<file path="src/rtl/arbitro_vc_control_if.sv">
// ============================================================================
// Module : arbitro_vc_control_if
// Brief  : VC FIFO heads and D FIFO push path around the VC arbiter.
// Rev    : 1.0
// ============================================================================
`default_nettype none

interface arbitro_vc_control_if #(
    parameter int DATA_WIDTH = 6
);
    logic [DATA_WIDTH-1:0] vc0_data;
    logic [DATA_WIDTH-1:0] vc1_data;
    logic                  vc0_empty;
    logic                  vc1_empty;
    logic                  vc0_pop;
    logic                  vc1_pop;
    logic                  d0_almost_full;
    logic                  d1_almost_full;
    logic                  d0_push;
    logic                  d1_push;
    logic [DATA_WIDTH-1:0] data_out;

    modport master (
        input  vc0_data, vc1_data, vc0_empty, vc1_empty,
        input  d0_almost_full, d1_almost_full,
        output vc0_pop, vc1_pop, d0_push, d1_push, data_out
    );

    modport slave (
        output vc0_data, vc1_data, vc0_empty, vc1_empty,
        output d0_almost_full, d1_almost_full,
        input  vc0_pop, vc1_pop, d0_push, d1_push, data_out
    );
endinterface

`default_nettype wire

</file>
<file path="src/rtl/arbitro_vc_control.sv">
// ============================================================================
// Module : arbitro_vc_control
// Brief  : Link FSM, threshold latch and weighted VC0/VC1 -> D0/D1 arbiter.
// Rev    : 1.0
// ============================================================================
`default_nettype none

module arbitro_vc_control #(
    parameter int DATA_WIDTH   = 6,
    parameter int UMBRAL_WIDTH = 4,
    parameter int VC0_WEIGHT   = 3
) (
    input  logic                    clk,
    input  logic                    reset,
    input  logic                    init,
    input  logic [UMBRAL_WIDTH-1:0] umbral_MFs_in,
    input  logic [UMBRAL_WIDTH-1:0] umbral_VCs_in,
    input  logic [UMBRAL_WIDTH-1:0] umbral_Ds_in,
    output logic [UMBRAL_WIDTH-1:0] umbral_MFs_out,
    output logic [UMBRAL_WIDTH-1:0] umbral_VCs_out,
    output logic [UMBRAL_WIDTH-1:0] umbral_Ds_out,
    input  logic                    fifo_error,
    input  logic                    all_empty,
    output logic [2:0]              state,
    output logic                    error_out,
    output logic                    active_out,
    output logic                    idle_out,
    arbitro_vc_control_if.master    bus
);

    typedef enum logic [2:0] {
        ST_RESET  = 3'd0,
        ST_INIT   = 3'd1,
        ST_IDLE   = 3'd2,
        ST_ACTIVE = 3'd3,
        ST_ERROR  = 3'd4
    } state_t;

    localparam int c_DST_BIT  = DATA_WIDTH - 2;
    localparam int c_STREAK_W = (VC0_WEIGHT < 1) ? 1 : $clog2(VC0_WEIGHT + 1);
    localparam logic [c_STREAK_W-1:0] c_WEIGHT = c_STREAK_W'(VC0_WEIGHT);

    state_t                  r_state;
    state_t                  w_state_nxt;
    logic                    r_error;
    logic                    r_active;
    logic                    r_idle;
    logic [UMBRAL_WIDTH-1:0] r_umbral_mfs;
    logic [UMBRAL_WIDTH-1:0] r_umbral_vcs;
    logic [UMBRAL_WIDTH-1:0] r_umbral_ds;
    logic [c_STREAK_W-1:0]   r_streak;
    logic                    r_d0_push;
    logic                    r_d1_push;
    logic [DATA_WIDTH-1:0]   r_data;

    logic                    w_active;
    logic                    w_vc0_blocked;
    logic                    w_vc1_blocked;
    logic                    w_vc0_elig;
    logic                    w_vc1_elig;
    logic                    w_gnt0;
    logic                    w_gnt1;
    logic                    w_any_gnt;
    logic [DATA_WIDTH-1:0]   w_word;

    always_comb begin
        w_state_nxt = r_state;
        case (r_state)
            ST_RESET:  w_state_nxt = ST_INIT;
            ST_INIT: begin
                if (fifo_error)      w_state_nxt = ST_ERROR;
                else if (!init)      w_state_nxt = ST_IDLE;
            end
            ST_IDLE: begin
                if (fifo_error)      w_state_nxt = ST_ERROR;
                else if (init)       w_state_nxt = ST_INIT;
                else if (!all_empty) w_state_nxt = ST_ACTIVE;
            end
            ST_ACTIVE: begin
                if (fifo_error)      w_state_nxt = ST_ERROR;
                else if (init)       w_state_nxt = ST_INIT;
                else if (all_empty)  w_state_nxt = ST_IDLE;
            end
            ST_ERROR:  w_state_nxt = ST_ERROR;
            default:   w_state_nxt = ST_RESET;
        endcase
    end

    // Each VC is gated only by the almost-full flag of its own head's destination.
    assign w_active      = (r_state == ST_ACTIVE) && !reset;
    assign w_vc0_blocked = bus.vc0_data[c_DST_BIT] ? bus.d1_almost_full : bus.d0_almost_full;
    assign w_vc1_blocked = bus.vc1_data[c_DST_BIT] ? bus.d1_almost_full : bus.d0_almost_full;
    assign w_vc0_elig    = w_active && !bus.vc0_empty && !w_vc0_blocked;
    assign w_vc1_elig    = w_active && !bus.vc1_empty && !w_vc1_blocked;
    assign w_gnt1        = w_vc1_elig && (!w_vc0_elig || (r_streak == c_WEIGHT));
    assign w_gnt0        = w_vc0_elig && !w_gnt1;
    assign w_any_gnt     = w_gnt0 || w_gnt1;
    assign w_word        = w_gnt1 ? bus.vc1_data : bus.vc0_data;

    always_ff @(posedge clk) begin
        if (reset) begin
            r_state      <= ST_RESET;
            r_error      <= 1'b0;
            r_active     <= 1'b0;
            r_idle       <= 1'b0;
            r_umbral_mfs <= '0;
            r_umbral_vcs <= '0;
            r_umbral_ds  <= '0;
            r_streak     <= '0;
            r_d0_push    <= 1'b0;
            r_d1_push    <= 1'b0;
            r_data       <= '0;
        end else begin
            r_state  <= w_state_nxt;
            r_error  <= (w_state_nxt == ST_ERROR);
            r_active <= (w_state_nxt == ST_ACTIVE);
            r_idle   <= (w_state_nxt == ST_IDLE);
            if (r_state == ST_INIT) begin
                r_umbral_mfs <= umbral_MFs_in;
                r_umbral_vcs <= umbral_VCs_in;
                r_umbral_ds  <= umbral_Ds_in;
            end
            // The push is registered from the grant, so it lands even if the FSM leaves ACTIVE.
            r_d0_push <= w_any_gnt && !w_word[c_DST_BIT];
            r_d1_push <= w_any_gnt &&  w_word[c_DST_BIT];
            if (w_any_gnt) begin
                r_data <= w_word;
            end
            if (w_gnt1) begin
                r_streak <= '0;
            end else if (w_gnt0 && (r_streak != c_WEIGHT)) begin
                r_streak <= r_streak + 1'b1;
            end
        end
    end

    assign bus.vc0_pop   = w_gnt0;
    assign bus.vc1_pop   = w_gnt1;
    assign bus.d0_push   = r_d0_push;
    assign bus.d1_push   = r_d1_push;
    assign bus.data_out  = r_data;
    assign state         = r_state;
    assign error_out     = r_error;
    assign active_out    = r_active;
    assign idle_out      = r_idle;
    assign umbral_MFs_out = r_umbral_mfs;
    assign umbral_VCs_out = r_umbral_vcs;
    assign umbral_Ds_out  = r_umbral_ds;

endmodule

`default_nettype wire

</file>
<file path="src/flat_wrapper.sv">
// flat-port wrapper written by rule: the top's interface ports become plain ports
module arbitro_vc_control_flat 
#(
    parameter int DATA_WIDTH   = 6,
    parameter int UMBRAL_WIDTH = 4,
    parameter int VC0_WEIGHT   = 3
)
  (clk, reset, init, umbral_MFs_in, umbral_VCs_in, umbral_Ds_in, umbral_MFs_out, umbral_VCs_out, umbral_Ds_out, fifo_error, all_empty, state, error_out, active_out, idle_out, bus_vc0_data, bus_vc1_data, bus_vc0_empty, bus_vc1_empty, bus_d0_almost_full, bus_d1_almost_full, bus_vc0_pop, bus_vc1_pop, bus_d0_push, bus_d1_push, bus_data_out);
  arbitro_vc_control_if #(.DATA_WIDTH(DATA_WIDTH)) bus_i ();
  input  logic clk;
  input  logic reset;
  input  logic init;
  input  logic [UMBRAL_WIDTH-1:0] umbral_MFs_in;
  input  logic [UMBRAL_WIDTH-1:0] umbral_VCs_in;
  input  logic [UMBRAL_WIDTH-1:0] umbral_Ds_in;
  output logic [UMBRAL_WIDTH-1:0] umbral_MFs_out;
  output logic [UMBRAL_WIDTH-1:0] umbral_VCs_out;
  output logic [UMBRAL_WIDTH-1:0] umbral_Ds_out;
  input  logic fifo_error;
  input  logic all_empty;
  output logic [2:0] state;
  output logic error_out;
  output logic active_out;
  output logic idle_out;
  input wire logic [$bits(bus_i.vc0_data)-1:0] bus_vc0_data;
  input wire logic [$bits(bus_i.vc1_data)-1:0] bus_vc1_data;
  input wire logic [$bits(bus_i.vc0_empty)-1:0] bus_vc0_empty;
  input wire logic [$bits(bus_i.vc1_empty)-1:0] bus_vc1_empty;
  input wire logic [$bits(bus_i.d0_almost_full)-1:0] bus_d0_almost_full;
  input wire logic [$bits(bus_i.d1_almost_full)-1:0] bus_d1_almost_full;
  output wire logic [$bits(bus_i.vc0_pop)-1:0] bus_vc0_pop;
  output wire logic [$bits(bus_i.vc1_pop)-1:0] bus_vc1_pop;
  output wire logic [$bits(bus_i.d0_push)-1:0] bus_d0_push;
  output wire logic [$bits(bus_i.d1_push)-1:0] bus_d1_push;
  output wire logic [$bits(bus_i.data_out)-1:0] bus_data_out;
  assign bus_i.vc0_data = bus_vc0_data;
  assign bus_i.vc1_data = bus_vc1_data;
  assign bus_i.vc0_empty = bus_vc0_empty;
  assign bus_i.vc1_empty = bus_vc1_empty;
  assign bus_i.d0_almost_full = bus_d0_almost_full;
  assign bus_i.d1_almost_full = bus_d1_almost_full;
  assign bus_vc0_pop = bus_i.vc0_pop;
  assign bus_vc1_pop = bus_i.vc1_pop;
  assign bus_d0_push = bus_i.d0_push;
  assign bus_d1_push = bus_i.d1_push;
  assign bus_data_out = bus_i.data_out;
  arbitro_vc_control #(.DATA_WIDTH(DATA_WIDTH), .UMBRAL_WIDTH(UMBRAL_WIDTH), .VC0_WEIGHT(VC0_WEIGHT)) u_core (.clk(clk), .reset(reset), .init(init), .umbral_MFs_in(umbral_MFs_in), .umbral_VCs_in(umbral_VCs_in), .umbral_Ds_in(umbral_Ds_in), .umbral_MFs_out(umbral_MFs_out), .umbral_VCs_out(umbral_VCs_out), .umbral_Ds_out(umbral_Ds_out), .fifo_error(fifo_error), .all_empty(all_empty), .state(state), .error_out(error_out), .active_out(active_out), .idle_out(idle_out), .bus(bus_i));
endmodule
</file>
<file path="config.mk">
export PLATFORM = sky130hd
export DESIGN_NAME = arbitro_vc_control_flat
export DESIGN_NICKNAME = d
export VERILOG_FILES = /design/src/rtl/arbitro_vc_control_if.sv /design/src/rtl/arbitro_vc_control.sv /design/src/flat_wrapper.sv
export SDC_FILE = /design/constraint.sdc
export NUM_CORES = 1
export LEC_CHECK = 0
export ABC_AREA = 1
export BUFFER_PORTS_ARGS = -buffer_cell sky130_fd_sc_hd__clkbuf_2
export CAP_MARGIN = 15
export CORE_MARGIN = 2
export CORE_UTILIZATION = 36
export DETAILED_ROUTE_END_ITERATION = 7
export PLACE_DENSITY = 0.77
export SYNTH_ARGS = -nofsm -noshare
export SYNTH_HDL_FRONTEND = slang
export SYNTH_SLANG_ARGS = --single-unit
</file>
<file path="constraint.sdc">
create_clock -name clk -period 1.5 [get_ports clk]
set_input_delay 0.15 -clock clk [delete_from_list [all_inputs] [get_ports clk]]
set_output_delay 0.15 -clock clk [all_outputs]
set_load 0.02 [all_outputs]
</file>
==> results.toml <==
[cts]
clockBufferDepth = 2
numCtsBuffers = 3
h-tree-depth = 1
cts_tree = "done"
cts-root-buf = "clkbuf_4"
cts.sinks = 28
clk_pin_slew_ns = 0.16
insertion_delay_ns = 0.33

[global_route]
grt_pass1_vias = 1142
grt_util_met2_pct = 24.5
met3_usage_pct = 2.82
grt_usage_pct = 15.0
grtUsageMet1_pct = 19.8
grt_overflow = 0
grt_antenna_before_repair = 0
grt_max_degree = 17
grt_pass1_wl_um = 5000
top_usage_layer = "met2"

[critical_path]
arrival_ns = 1.38
crit_path_frequent_cell = "nand2_4"
worstSetupPathType = "flop to output port"
path_cells = "inv_2 -> nand2_4 -> inv_4 -> nand2_4 -> nor2_4 -> nand2_4 -> inv_4 -> nor2_4 -> buf_8"
critical-path-max-stage-delay_ns = 0.37
crit_fanout = 4
startpoint_type = "flop"
cp-end-kind = "output port"
crit_slowest_cell = "dfxtp_2"
cp.required_ns = 1.35

[timing]
finalClockSkew_ns = 0.00309
hold_ws_ns = 0.0456
worst_pin_slew_ns = 0.391
fmax_ghz = 0.652
final.setup.worst_slack_ns = -0.0331
slew-limit-headroom_pct = 73.9
finalSetupViolCount = 2
setup_tns_ns = -0.0407
rsz0062_at_grt = "yes"
hold_violations = 0
drv_slew = 0
period_share_pct = 102
period_needed_ns = 1.53

[logic_synthesis]
yosysSeqAreaShare_pct = 43.2
async_reset_ff_share_pct = 0
synth.net_count = 203
yosysMostFrequentCell = "nand2_1"
yosys-top-cells-count = "nand2_1, dfxtp_1, nand3_1"
synth_top_area_share_pct = 43.2
avgSynthCellArea_um2 = 7.67
synth_cell_types = 28
synth-seq-cells = 28
syn_area_um2 = 1300
ys_warn_count = 0
synth_area_leaders = "dfxtp_1, nand2_1, nand3_1"
synth_edf_count = 0
ys.flop_type = "dfxtp_1"
yosysTopAreaCell = "dfxtp_1"
netlist_instances = 169

[floorplan]
start_util_pct = 38.2
chipWidth_um = 64.0
io-pin-count = 61
rows = 21
dieHeight_um = 64.0
dieArea_um2 = 4100
design.core.area_um2 = 3390

[final_layout]
antenna-diode-count = 0
finalInstanceArea_um2 = 1780
fin_nets = 270
drive_above_1_share_pct = 41.7
syn2layout_area_growth_pct = 37.5
fillers = 343

[power]
ir_worst_vdd_mv = 0.485
p_seq_share_pct = 49.6
p_sw_share_pct = 27.9
p_per_area_nw_per_um2 = 918
leakagePower_nw = 0.915
switchingPower_w = 0.000457
pwr-share-comb_pct = 19.6
p_int_w = 0.00118
power.total_w = 0.00164
p_clk_share_pct = 30.8

[routing]
finalWirelength_um = 3010
vias_per_cell = 4.56
first_pass_iters = 4
detail-route-antenna-nets = 0
num_vias = 1280
wl_per_cell_um = 10.7
drc = 0
drtIter0Drc = 100

[place]
preCtsSetupSlack_ns = 0.144
gp_congestion = 0.735
placed_area_um2 = 1640
port_buffers = 60
hpwl_um = 2270

[flow_run]
maxCapViolations = 0

[status]
violations = "setup timing"
status = "complete, but fails checks"

[min_path]
worst_hold_path_type = "primary input to flop"
==> flip-flops by register name, indices dropped and copies added (netlist names) <==
signal	flops
u_core.active_out	1
u_core.state	3
u_core.umbral_VCs_out	4
u_core.umbral_Ds_out	4
u_core.idle_out	1
u_core.umbral_MFs_out	4
u_core.r_streak	2
u_core.bus.data_out	6
u_core.error_out	1
u_core.bus.d1_push	1
u_core.bus.d0_push	1
==> cells in the final DEF (no fill, tap or decap), types with 3 or more instances in the layout <==
cell / n
nor2_4: 4
a21oi_1: 17
dfxtp_1: 24
nor2_1: 14
buf_4: 10
nand2_4: 4
clkbuf_4: 3
inv_1: 15
nand3_1: 19
nand2_1: 31
o21ai_0: 4
inv_2: 3
a21boi_1: 4
dfxtp_2: 3
clkbuf_2: 58
==> layout make-up <==
type / instances / area [um2] / share of cell area [%]
multi-input combinational: 112 / 621 / 34.8
inverter: 21 / 88.8 / 4.99
clock buffer: 3 / 22.5 / 1.26
tap: 46 / 57.6 / 3.23
clock inverter: 1 / 30.0 / 1.69
timing repair buffer: 70 / 394 / 22.1
sequential: 28 / 568 / 31.9
==> critical path: cells and delay by family (launching register included) <==
family / cells / cell delay, ns
flops: 1 / 0.37
buf+inv: 4 / 0.33
simple gates: 5 / 0.35
==> routing by layer <==
layer | vias to the layer above | wire [um] | share of wire [%]
met5 | - | 0 | 0
met4 | 0 | 8 | 0.27
met3 | 2 | 195 | 6.5
met2 | 51 | 1400 | 46
met1 | 555 | 1410 | 47
li1 | 672 | - | -
==> worst paths after layout <==
path | to | depth (start not counted) | start | slack, ns
setup / recovery | bus_vc0_pop | 9 | u_core.state[2] | -0.03
hold / removal | u_core.umbral_VCs_out[1] | 3 | umbral_VCs_in[1] | 0.05
setup reg to reg | u_core.bus.data_out[3] | 10 | u_core.state[2] | 0.09
hold reg to reg | u_core.umbral_Ds_out[2] | 2 | u_core.umbral_Ds_out[2] | 0.47
==> power by group through the flow <==
stage               clock, W  sequential (W)  combinational (W)
finish              0.000503        0.000812           0.000320
global route        0.000548        0.000818           0.000356
CTS                 0.000515        0.000814           0.000315
detailed placement         0        0.000828           0.000311
global placement           0        0.000826           0.000308
floorplan                  0        0.000877           0.000146
==> cell families after synthesis <==
logic type,Yosys count,share of synthesized area [%]
adders and majority gates,1,0.965
AOI/OAI and AO/OA,26,10.8
buffers and inverters,29,11.0
DFF,28,43.2
and+or+nand+nor,85,34.0
==> metrics by stage <==
stage	cells	utilization, %
after floorplan	169	-
after global placement	272	48.2
after detailed placement	272	48.2
after CTS	279	51.4
after global routing	281	52.6
final	281	52.6
==> timing repair <==
action	in CTS	in global routing
pin swaps	5	3
setup endpoints to repair	2	3
resized for setup	13	8
hold buffers	0	0
buffers inserted	3	2
No activity file was read; power rests on OpenSTA's default activity.
